### src/rtl/fwd_hazard_ctrl_pkg.sv
// Shared pipeline types for the forwarding/hazard unit:
// operand-select codes, FSM encoding and the shadow-stage record.
package fwd_hazard_ctrl_pkg;

    localparam int RA_W = 5;

    localparam logic [1:0] FWD_RF   = 2'd0;
    localparam logic [1:0] FWD_MEM  = 2'd1;
    localparam logic [1:0] FWD_WB   = 2'd2;
    localparam logic [1:0] FWD_ZERO = 2'd3;

    typedef enum logic {
        RUN   = 1'b0,
        STALL = 1'b1
    } state_t;

    typedef struct packed {
        logic            valid;
        logic            reg_write;
        logic            mem_read;
        logic [RA_W-1:0] rd;
    } stage_t;

endpackage

### src/rtl/fwd_sel_cmp.sv
// Per-operand forwarding priority comparator.
// The youngest in-flight producer wins; x0 and unused operands read the RF.
module fwd_sel_cmp
    import fwd_hazard_ctrl_pkg::*;
(
    input  logic            use_rs,
    input  logic [RA_W-1:0] rs,
    input  stage_t          ex,
    input  stage_t          mem,
    output logic [1:0]      sel
);

    logic skip;
    logic ex_hit;
    logic mem_hit;

    assign skip    = !use_rs || (rs == '0);
    assign ex_hit  = !skip && ex.valid && ex.reg_write
                     && (rs == ex.rd);
    assign mem_hit = !skip && !ex_hit && mem.valid
                     && mem.reg_write && (rs == mem.rd);

    always_comb begin
        sel = FWD_RF;
        unique case (1'b1)
            ex_hit:  sel = FWD_MEM;
            mem_hit: sel = FWD_WB;
            default: sel = FWD_RF;
        endcase
    end

endmodule

### src/rtl/fwd_hazard_ctrl.sv
// EX operand-forwarding select generator with load-use stall detection.
// Keeps a shadow EX/MEM/WB pipeline of destination/write-enable bits.
module fwd_hazard_ctrl
    import fwd_hazard_ctrl_pkg::*;
#(
    parameter int REG_ADDR_W = 5,
    parameter int CNT_W      = 16
) (
    input  logic                  clk,
    input  logic                  rst_n,
    input  logic                  id_valid,
    input  logic [REG_ADDR_W-1:0] id_rs1,
    input  logic [REG_ADDR_W-1:0] id_rs2,
    input  logic                  id_use_rs1,
    input  logic                  id_use_rs2,
    input  logic [REG_ADDR_W-1:0] id_rd,
    input  logic                  id_reg_write,
    input  logic                  id_mem_read,
    input  logic                  ex_flush,
    output logic                  stall,
    output logic                  bubble,
    output logic [1:0]            fwd_a_sel,
    output logic [1:0]            fwd_b_sel,
    output logic [CNT_W-1:0]      stall_count
);

    stage_t     id_s;
    stage_t     ex_q;
    stage_t     mem_q;
    stage_t     wb_q;
    state_t     state;
    logic       hz;
    logic       advance;
    logic [1:0] sel_a;
    logic [1:0] sel_b;

    assign id_s = '{
        valid:     1'b1,
        reg_write: id_reg_write,
        mem_read:  id_mem_read,
        rd:        id_rd
    };

    assign hz = id_valid && ex_q.valid && ex_q.mem_read
                && (ex_q.rd != '0)
                && ((id_use_rs1 && (id_rs1 == ex_q.rd))
                 || (id_use_rs2 && (id_rs2 == ex_q.rd)));

    // A flush kills the ID instruction, so it can never wait on a load.
    assign stall   = hz && !ex_flush;
    assign bubble  = stall;
    assign advance = id_valid && !stall && !ex_flush;

    fwd_sel_cmp u_cmp_a (
        .use_rs (id_use_rs1),
        .rs     (id_rs1),
        .ex     (ex_q),
        .mem    (mem_q),
        .sel    (sel_a)
    );

    fwd_sel_cmp u_cmp_b (
        .use_rs (id_use_rs2),
        .rs     (id_rs2),
        .ex     (ex_q),
        .mem    (mem_q),
        .sel    (sel_b)
    );

    always_ff @(posedge clk or negedge rst_n) begin
        if (!rst_n) begin
            ex_q      <= '0;
            mem_q     <= '0;
            wb_q      <= '0;
            fwd_a_sel <= FWD_RF;
            fwd_b_sel <= FWD_RF;
        end else begin
            wb_q      <= mem_q;
            mem_q     <= ex_q;
            ex_q      <= advance ? id_s : '0;
            fwd_a_sel <= advance ? sel_a : FWD_RF;
            fwd_b_sel <= advance ? sel_b : FWD_RF;
        end
    end

    always_ff @(posedge clk or negedge rst_n) begin
        if (!rst_n) begin
            state       <= RUN;
            stall_count <= '0;
        end else begin
            unique case (state)
                RUN:   state <= stall ? STALL : RUN;
                STALL: state <= RUN;
            endcase
            if (stall && (stall_count != '1))
                stall_count <= stall_count + 1'b1;
        end
    end

    a_no_double_stall : assert property (
        @(posedge clk) disable iff (!rst_n)
        !(stall && (state == STALL)));

    a_bubble_clean : assert property (
        @(posedge clk) disable iff (!rst_n)
        (wb_q.valid || (wb_q == '0)));

endmodule
### config.mk
export PLATFORM = sky130hd
export DESIGN_NAME = fwd_hazard_ctrl
export DESIGN_NICKNAME = d
export VERILOG_FILES = /design/src/rtl/fwd_hazard_ctrl_pkg.sv /design/src/rtl/fwd_sel_cmp.sv /design/src/rtl/fwd_hazard_ctrl.sv
export SDC_FILE = /design/constraint.sdc
export NUM_CORES = 1
export LEC_CHECK = 0
export CORE_AREA = 10 10 76 90
export DETAILED_ROUTE_END_ITERATION = 10
export DIE_AREA = 0 0 86 100
export HOLD_SLACK_MARGIN = 0.08
export MAX_ROUTING_LAYER = met4
export SYNTH_ARGS = -nofsm -noshare
export SYNTH_HDL_FRONTEND = slang
export SYNTH_SLANG_ARGS = --single-unit
export TNS_END_PERCENT = 100
### constraint.sdc
create_clock -name clk -period 6 [get_ports clk]
set_input_delay 1.5 -clock clk [delete_from_list [all_inputs] [get_ports clk]]
set_output_delay 1.5 -clock clk [all_outputs]
set_load 0.01 [all_outputs]
# Word level (Yosys, flattened, before mapping)
# Index checks and enable logic that the tools add are counted.
totals:
  in_bits: 23
  word_cells: 59
  regBits: 35
  output_inout_bits: 22
op_classes:
  mux: 5
  n_eq_ne: 5
  add_sub_neg: 1
  n_reduce_logical: 38
ops:
  columns: ["op", "count"]
  rows:
  - ["1-bit logical AND", 24]
  - ["5-bit equality test", 4]
  - ["16-bit by 1-bit adder with 16-bit output, second input constant", 1]
  - ["16-bit != test, second input constant", 1]
  - ["5-bit zero test", 2]
  - ["1-bit zero test", 8]
  - ["8-bit 2-to-1 mux", 1]
  - ["2-bit one-hot mux with 2 select lines", 2]
  - ["5-bit nonzero test", 1]
  - ["2-bit 2-to-1 mux", 2]
  - ["1-bit logical OR", 3]

# Depth between registers and ports, before layout
# Gate-level depths: netlist of run 1.
depth:
  depth_word: 13
  depth_mapped: 6
  depth_no_buf: 6

# By module
# Synthesis of run 1 repeated with hierarchy kept, for this count alone.
unflattened:
  hier_cells: 161
  hier_area_um2: 1853.0
by_module_without_submodules:
  columns: ["mod", "cells_each", "area_each_um2", "seq_area_each_um2", "n_inst"]
  rows:
  - ["fwd_hazard_ctrl", 125, 1555.2, 900.9, 1]
  - ["fwd_sel_cmp", 18, 148.9, 0.0, 2]

# Least setup slack after synthesis of run 1
# No wires, ideal clock.
synth_path:
  path_type: "input port to output port"
  startpoint: "input port id_rs1[3]"
  endpoint: "output port stall"
  n_path_buf: 2
  required_ns: 4.500
  path_stages: 6
  arrival_ns: 2.572
  path_slack_ns: 1.928
  cell_sequence: "xor2_1 > nor3_1 > a32o_1 > and2_4 > buf_6 > buf_4"
synth_via:
  elab_chain_cells: 5
synth_lines:
  columns: ["element", "line", "source"]
  rows:
  - ["from (decl)", "fwd_hazard_ctrl.sv:12", "input logic [REG_ADDR_W-1:0] id_rs1,"]
  - ["5-bit equality test", "fwd_hazard_ctrl.sv:46", "&& ((id_use_rs1 && (id_rs1 == ex_q.rd))"]
  - ["1-bit logical AND", "fwd_hazard_ctrl.sv:46", null]
  - ["1-bit logical OR", "fwd_hazard_ctrl.sv:47", "|| (id_use_rs2 && (id_rs2 == ex_q.rd)));"]
  - ["1-bit logical AND", "fwd_hazard_ctrl.sv:46", null]
  - ["1-bit logical AND", "fwd_hazard_ctrl.sv:50", "assign stall = hz && !ex_flush;"]
  - ["to (decl)", "fwd_hazard_ctrl.sv:20", "output logic stall,"]
# Every way passes these cells.

# Worst setup path after layout of run 1
layout_path:
  startpoint: "input port id_rs1[1]"
  endpoint: "output port bubble"
layout_via:
  elab_chain_cells: 5
layout_lines:
  columns: ["element", "line", "source"]
  rows:
  - ["5-bit equality test", "fwd_hazard_ctrl.sv:46", null]
  - ["1-bit logical AND", "fwd_hazard_ctrl.sv:46", null]
  - ["1-bit logical OR", "fwd_hazard_ctrl.sv:47", null]
  - ["1-bit logical AND", "fwd_hazard_ctrl.sv:46", null]
  - ["1-bit logical AND", "fwd_hazard_ctrl.sv:50", null]
  - ["to (decl)", "fwd_hazard_ctrl.sv:21", "output logic bubble,"]
# Every way passes these cells.

==> qor.txt, run 1 <==
top layer in use = met4
Area contributors post-synth = dfrtp_1 51%, xnor2_1 9.7%, xor2_1 7.6%
Core ar. = 5190 µm²
f_max = 196 MHz
EDFF count, synth = 0
Final Hold Viols = 0
Initial DRC Count = 59
Tightest Pin Transition = 667 ps
Final Critical Period = 5100 ps
worst-path cell chain = clkdlybuf4s50_1, xor2_1, nor3_1, a32o_1, buf_4, and2_4, clkdlybuf4s50_1
routed wire length = 3.81 mm
CTS tree = yes
Clock Pin Slew Worst Setup and Hold Paths = 70 ps
number of global-route vias before repair = 1,423
share of cells above drive strength 1 = 7.80%
Yosys reg bits = 35
crit path from = id_rs1[1]
R2R cell count = 6
Post-CTS Setup Inserts = 0
area leader, netlist = dfrtp_1
RD Place Congestion = 0.823
post-DP HPWL = 2.98 mm
H-tree Lvls = 2
global-route wire length before repair = 6.49 mm
Fin Clk Skew = 3.64 ps
chip height = 100 µm
most frequent CP cell = clkdlybuf4s50_1
crit path capture type = output port
Pwr Density = 202 nW/µm²
most numerous cell in the Yosys netlist = dfrtp_1
Post-CTS Resized = 0
YS warnings = 0
WL met1 = 1.67 mm
Final Cell Area = 2330 µm²
period utilization = 85.0%
synthesized area per cell = 11.1 µm²
area grow syn2layout = 34.9%
Setup TNS = 0 ps
# nets final = 228
DR DRC count = 0
worst setup margin = 902 ps
Crit path largest cell delay = 540 ps
Remaining Overflow, GRT = 0
Die Wd = 86 µm
R2R setup slack = 3840 ps
cts bufs inserted = 5
Layout fillers = 503
Slowest-stage cell, CP = clkdlybuf4s50_1
n_diodes = 0
Final ANT Viol Nets = 0
Max Root-Sink Buffers = 2
RSZ-0062 raised after global routing = no
Worst EP required = 4500 ps
cells after synthesis = 155
Worst setup SP type = input port
CTS root buf = clkbuf_8
run status = completed
via count = 1,299
IO buf count = 44
met3 WL post-DR = 214 µm
total of max-cap violations = 0
Worst setup endpoint = bubble
initial antenna violation count = 0
VDD IR max = 0.0898 mV
num ports = 45
share of the synthesized area in the top cell type = 50.8%
fin. max-slew vios = 0
CP max FO = 17
Synth top cells by count = 35 x dfrtp_1, 19 x xnor2_1, 15 x nand3_1, 15 x xor2_1
Synth async-reset ratio = 100%
Setup violations, final = 0
min-delay worst type = reg -> reg
largest net degree at the start of global routing = 36
latest clock arrival within the worst-skew pair = 280 ps
Hold-fix buffers, CTS = 0
Starting Density = 33.2%
met2 WL = 1.86 mm
Worst Path Arrival = 3600 ps
DIE AREA = 8600 µm²
dominant register cell in the synthesized netlist = dfrtp_1
Yosys cell types = 35
via/cell ratio = 4.87
Placement Setup Slack = 905 ps
Tot GR Track Use = 9.54%
reg-to-reg endpoint = stall_count[1]
Std-Cell Rows = 29
Max-slew headroom = 55.1%
Seq/Total Area, Yosys = 50.8%
DRT Pass-1 Iters = 4
Pleak = 0.968 nW
Post-Syn Nets = 179
total clock sinks = 35
Tot Pwr = 0.470 mW
Synth Cell Area = 1720 µm²
DP Area = 2220 µm²
Worst R2R Start = stall_count[0]
kind of critical path = in -> out
wire per inst = 14.3 µm
## routing by layer
layer | up-vias | global-route usage, %
li1 | 646 | -
met1 | 617 | 11.1
met5 | - | -
met3 | 4 | 2.35
met2 | 32 | 15.0
met4 | 0 | 4.82
## placed cells by master (no fill, tap or decap), drive strengths merged, types with 2 or more instances in the layout
| cell | n |
|---|---|
| and2 | 8 |
| and3 | 6 |
| buf | 2 |
| clkbuf | 7 |
| clkdlybuf4s50 | 44 |
| dfrtp | 35 |
| mux2 | 2 |
| nand2 | 7 |
| nand3 | 15 |
| nand4 | 5 |
| nor2 | 7 |
| nor3 | 7 |
| nor4 | 4 |
| o2111ai | 2 |
| or4 | 4 |
| xnor2 | 19 |
| xor2 | 15 |
## flip-flops by register name, indices dropped and copies added (netlist names)
name         count
ex_q             8
fwd_a_sel        2
stall_count     16
mem_q            7
fwd_b_sel        2
## per-stage QoR
stage | util (%) | hold slack [ps] | instances
2_1_floorplan | - | 368 | 155
3_3_place_gp | 42.8 | 405 | 259
5_1_grt | 44.8 | 446 | 267
4_1_cts | 44.8 | 423 | 267
6_report | 44.8 | 416 | 267
3_5_place_dp | 42.8 | 404 | 259
## worst min-delay path by stage
stage | cells past startpoint | startpoint | slack, ps | endpoint
after floorplan | 0 | ex_q[6] | 370 | mem_q[6]
after global placement | 0 | ex_q[6] | 410 | mem_q[6]
after detailed placement | 0 | ex_q[6] | 400 | mem_q[6]
after CTS | 0 | ex_q[6] | 420 | mem_q[6]
after global routing | 0 | ex_q[6] | 450 | mem_q[6]
final | 0 | ex_q[6] | 420 | mem_q[6]
## kinds of logic after synthesis
kind of cell | count (synthesis) | synth area share (%)
AND/OR/NAND/NOR | 70 | 23.9
multiplexers | 2 | 1.31
adder cells (fa/ha/maj) | 1 | 0.726
buffers and inverters | 5 | 2.25
flip-flops | 35 | 50.8
AO/OA/AOI/OAI | 8 | 3.70
XOR/XNOR | 34 | 17.3
## where the power goes
| part | internal (mW) | total (mW) | switching, mW |
|---|---|---|---|
| logic | 0.0225 | 0.0401 | 0.0176 |
| clock network | 0.104 | 0.186 | 0.0816 |
| registers | 0.240 | 0.244 | 0.00407 |
| total | 0.367 | 0.470 | 0.103 |
## worst max-delay path, delay by kind of cell
family | cells | cell delay, ps
xor+xnor | 1 | 170
compound gates | 1 | 220
buf+inv | 3 | 1220
simple gates | 2 | 490
## cell type report
class | instances | area (µm²) | share of cell area, %
Timing Repair Buffer | 46 | 455 | 19.6
Multi-Input combinational cell | 115 | 810 | 34.8
Clock buffer | 7 | 96.3 | 4.14
Tap cell | 62 | 77.6 | 3.34
Clock inverter | 1 | 7.51 | 0.323
Sequential cell | 35 | 876 | 37.7
Inverter | 1 | 3.75 | 0.161
Note: power is estimated with default switching activity, not from simulation.
==> inputs of run 2 (changes only) <==
==> constraint.sdc (replaced) <==
create_clock -name clk -period 4.2 [get_ports clk]
set_input_delay 1.05 -clock clk [delete_from_list [all_inputs] [get_ports clk]]
set_output_delay 1.05 -clock clk [all_outputs]
set_load 0.01 [all_outputs]
==> run 2 against run 1 <==
Effect of this change: worst hold slack improved by 11 ps; first-iteration DRC count grew 56%; sequential power is 43% higher; sequential cell count unchanged; worst setup slack lost 650 ps; core utilization increased by 0.072 points; routed wire length grew 3.5%; non-clock buffer count up 1; critical endpoint unchanged.
==> qor.txt, run 2 (synthesis gave the netlist of run 1 again) <==
most common cell after layout, fill and taps aside = clkdlybuf4s50_1
total of max-cap violations = 0 (unchanged)
Max-slew headroom = 51.6% (-3.5 points)
CTS tree = yes
Placement Setup Slack = 245 ps (-660 ps)
Die Wd = 86 µm (unchanged)
Final Cell Area = 2330 µm² (+0.16%)
Starting Density = 33.2% (unchanged)
Final Critical Period = 3950 ps
Post-CTS Setup Inserts = 0 (unchanged)
n_diodes = 0 (unchanged)
Sw Ratio = 21.9% (-0.065 points)
area grow syn2layout = 35.1%
Int Pwr = 0.525 mW (+43%)
Tot GR Track Use = 9.84% (+0.29 points)
Hold-fix buffers, CTS = 0 (unchanged)
VDD IR max = 0.117 mV (+30%)
chip height = 100 µm (unchanged)
global-route wire length before repair = 6.71 mm (+3.4%)
via/cell ratio = 4.78 (-1.8%)
post-layout util = 44.9% (+0.072 points)
wire per inst = 14.7 µm (+3.1%)
commonest cells after routing, fill and taps aside = 44 x clkdlybuf4s50_1, 35 x dfrtp_1, 19 x xnor2_1
IO buf count = 44 (unchanged)
crit path from = id_rs1[3]
period utilization = 94.0%
final hold slack = 427 ps (+10.9 ps)
DP Area = 2230 µm² (+0.34%)
Worst R2R Start = stall_count[0]
Std-Cell Rows = 29 (unchanged)
cts bufs inserted = 5 (unchanged)
largest net degree at the start of global routing = 36 (unchanged)
CTS root buf = clkbuf_8
max FFs per register = 16 (unchanged)
Fin Clk Skew = 8.79 ps (+5.14 ps)
Core ar. = 5190 µm² (unchanged)
hold_sp = ex_q[6]
H-tree Lvls = 2 (unchanged)
Layout fillers = 507 (+0.80%)
Setup violations, final = 0 (unchanged)
share of cells above drive strength 1 = 7.77% (-0.038 points)
Non-Filler Instances = 268 (+0.37%)
Final Hold Viols = 0 (unchanged)
# nets final = 229 (+0.44%)
total clock sinks = 35 (unchanged)
Worst setup SP type = input port
num ports = 45 (unchanged)
clock power share = 39.5% (about the same)
Worst Path Arrival = 2900 ps (-700 ps)
Regs by FF count = stall_count: 16 flops, ex_q: 8 flops, mem_q: 7 flops
Post-CTS Resized = 0 (unchanged)
R2R setup slack = 2030 ps (-1810 ps)
post-DP HPWL = 3.03 mm (+1.7%)
initial antenna violation count = 0 (unchanged)
Clock Pin Slew Worst Setup and Hold Paths = 70 ps (about the same)
Pleak = 0.974 nW (+0.67%)
routed wire length = 3.94 mm (+3.5%)
Tot Pwr = 0.672 mW (+43%)
CP max FO = 6 (-11)
latest clock arrival within the worst-skew pair = 290 ps (about the same)
fin. max-slew vios = 0 (unchanged)
Flop pwr share = 51.9% (about the same)
Tightest Pin Transition = 719 ps (+51.9 ps)
largest register by flop count = stall_count
Remaining Overflow, GRT = 0 (unchanged)
Max Root-Sink Buffers = 2 (unchanged)
Logic pwr share = 8.6% (about the same)
worst setup margin = 252 ps (-650 ps)
RD Place Congestion = 0.771 (-6.3%)
min-delay worst type = reg -> reg
Pwr Density = 288 nW/µm² (+43%)
Setup TNS = 0 ps (unchanged)
f_max = 253 MHz
DR DRC count = 0 (unchanged)
Initial DRC Count = 92 (+56%)
Placed Cells = 260 (+0.39%)
DIE AREA = 8600 µm² (unchanged)
crit path capture type = output port
RSZ-0062 raised after global routing = no
Worst EP required = 3150 ps (-1350 ps)
run status = completed
number of global-route vias before repair = 1,396 (-1.9%)
via count = 1,280 (-1.5%)
kind of critical path = in -> out
DRT Pass-1 Iters = 4 (unchanged)
total net switching power = 0.147 mW (+42%)
Final ANT Viol Nets = 0 (unchanged)
-- run 2: cell types whose count changed in the layout (fill, tap and decap cells not counted) --
| cell | before | now |
|---|---|---|
| clkinvlp_4 | 1 | 0 |
| clkbuf_1 | 0 | 1 |
| buf_4 | 2 | 3 |
-- run 2: worst paths after layout --
check,to,cells after the start
max,bubble,6
min,mem_q[6],0
max reg2reg,stall_count[1],6
min reg2reg,mem_q[6],0
max in group asynchronous,mem_q[3],2
min in group asynchronous,mem_q[7],2
-- run 2: cell type report --
type / count / area, µm² / area share (%)
sequential: 35 / 876 / 37.6
multi-input combinational: 115 / 810 / 34.7
clock buffer: 8 / 100 / 4.30
tap: 62 / 77.6 / 3.33
timing repair buffer: 47 / 463 / 19.9
inverter: 1 / 3.75 / 0.161
-- run 2: power groups by stage --
stage / Combinational, mW / Clock (mW) / Sequential [mW]
2_1_floorplan: 0.0220 / 0 / 0.353
3_3_place_gp: 0.0585 / 0 / 0.355
3_5_place_dp: 0.0589 / 0 / 0.355
4_1_cts: 0.0592 / 0.274 / 0.349
5_1_grt: 0.0648 / 0.290 / 0.350
6_report: 0.0578 / 0.265 / 0.349
-- run 2: metal layers --
metal  global-route usage (%)  routed length, µm  vias up
li1                         -                  -      650
met2                     15.4               1940       33
met1                     11.2               1680      591
met3                     2.76                239        6
met5                        -                  0        -
met4                     4.95                 78        0
-- run 2: worst max-delay path, stage by stage --
cell             delay (ps)
clkdlybuf4s50_1         470
xor2_1                  170
nor3_1                  240
a32o_1                  230
and2_4                  200
clkdlybuf4s50_1         550
==> inputs of run 3 (changes only) <==
--- a/config.mk
+++ b/config.mk
@@ -6,6 +6,7 @@
 export NUM_CORES = 1
 export LEC_CHECK = 0
 export CORE_AREA = 10 10 76 90
+export CTS_CLUSTER_SIZE = 30
 export DETAILED_ROUTE_END_ITERATION = 10
 export DIE_AREA = 0 0 86 100
 export HOLD_SLACK_MARGIN = 0.08
==> results of run 3 <==
Final layout, timing and power as in run 2 (identical DEF).
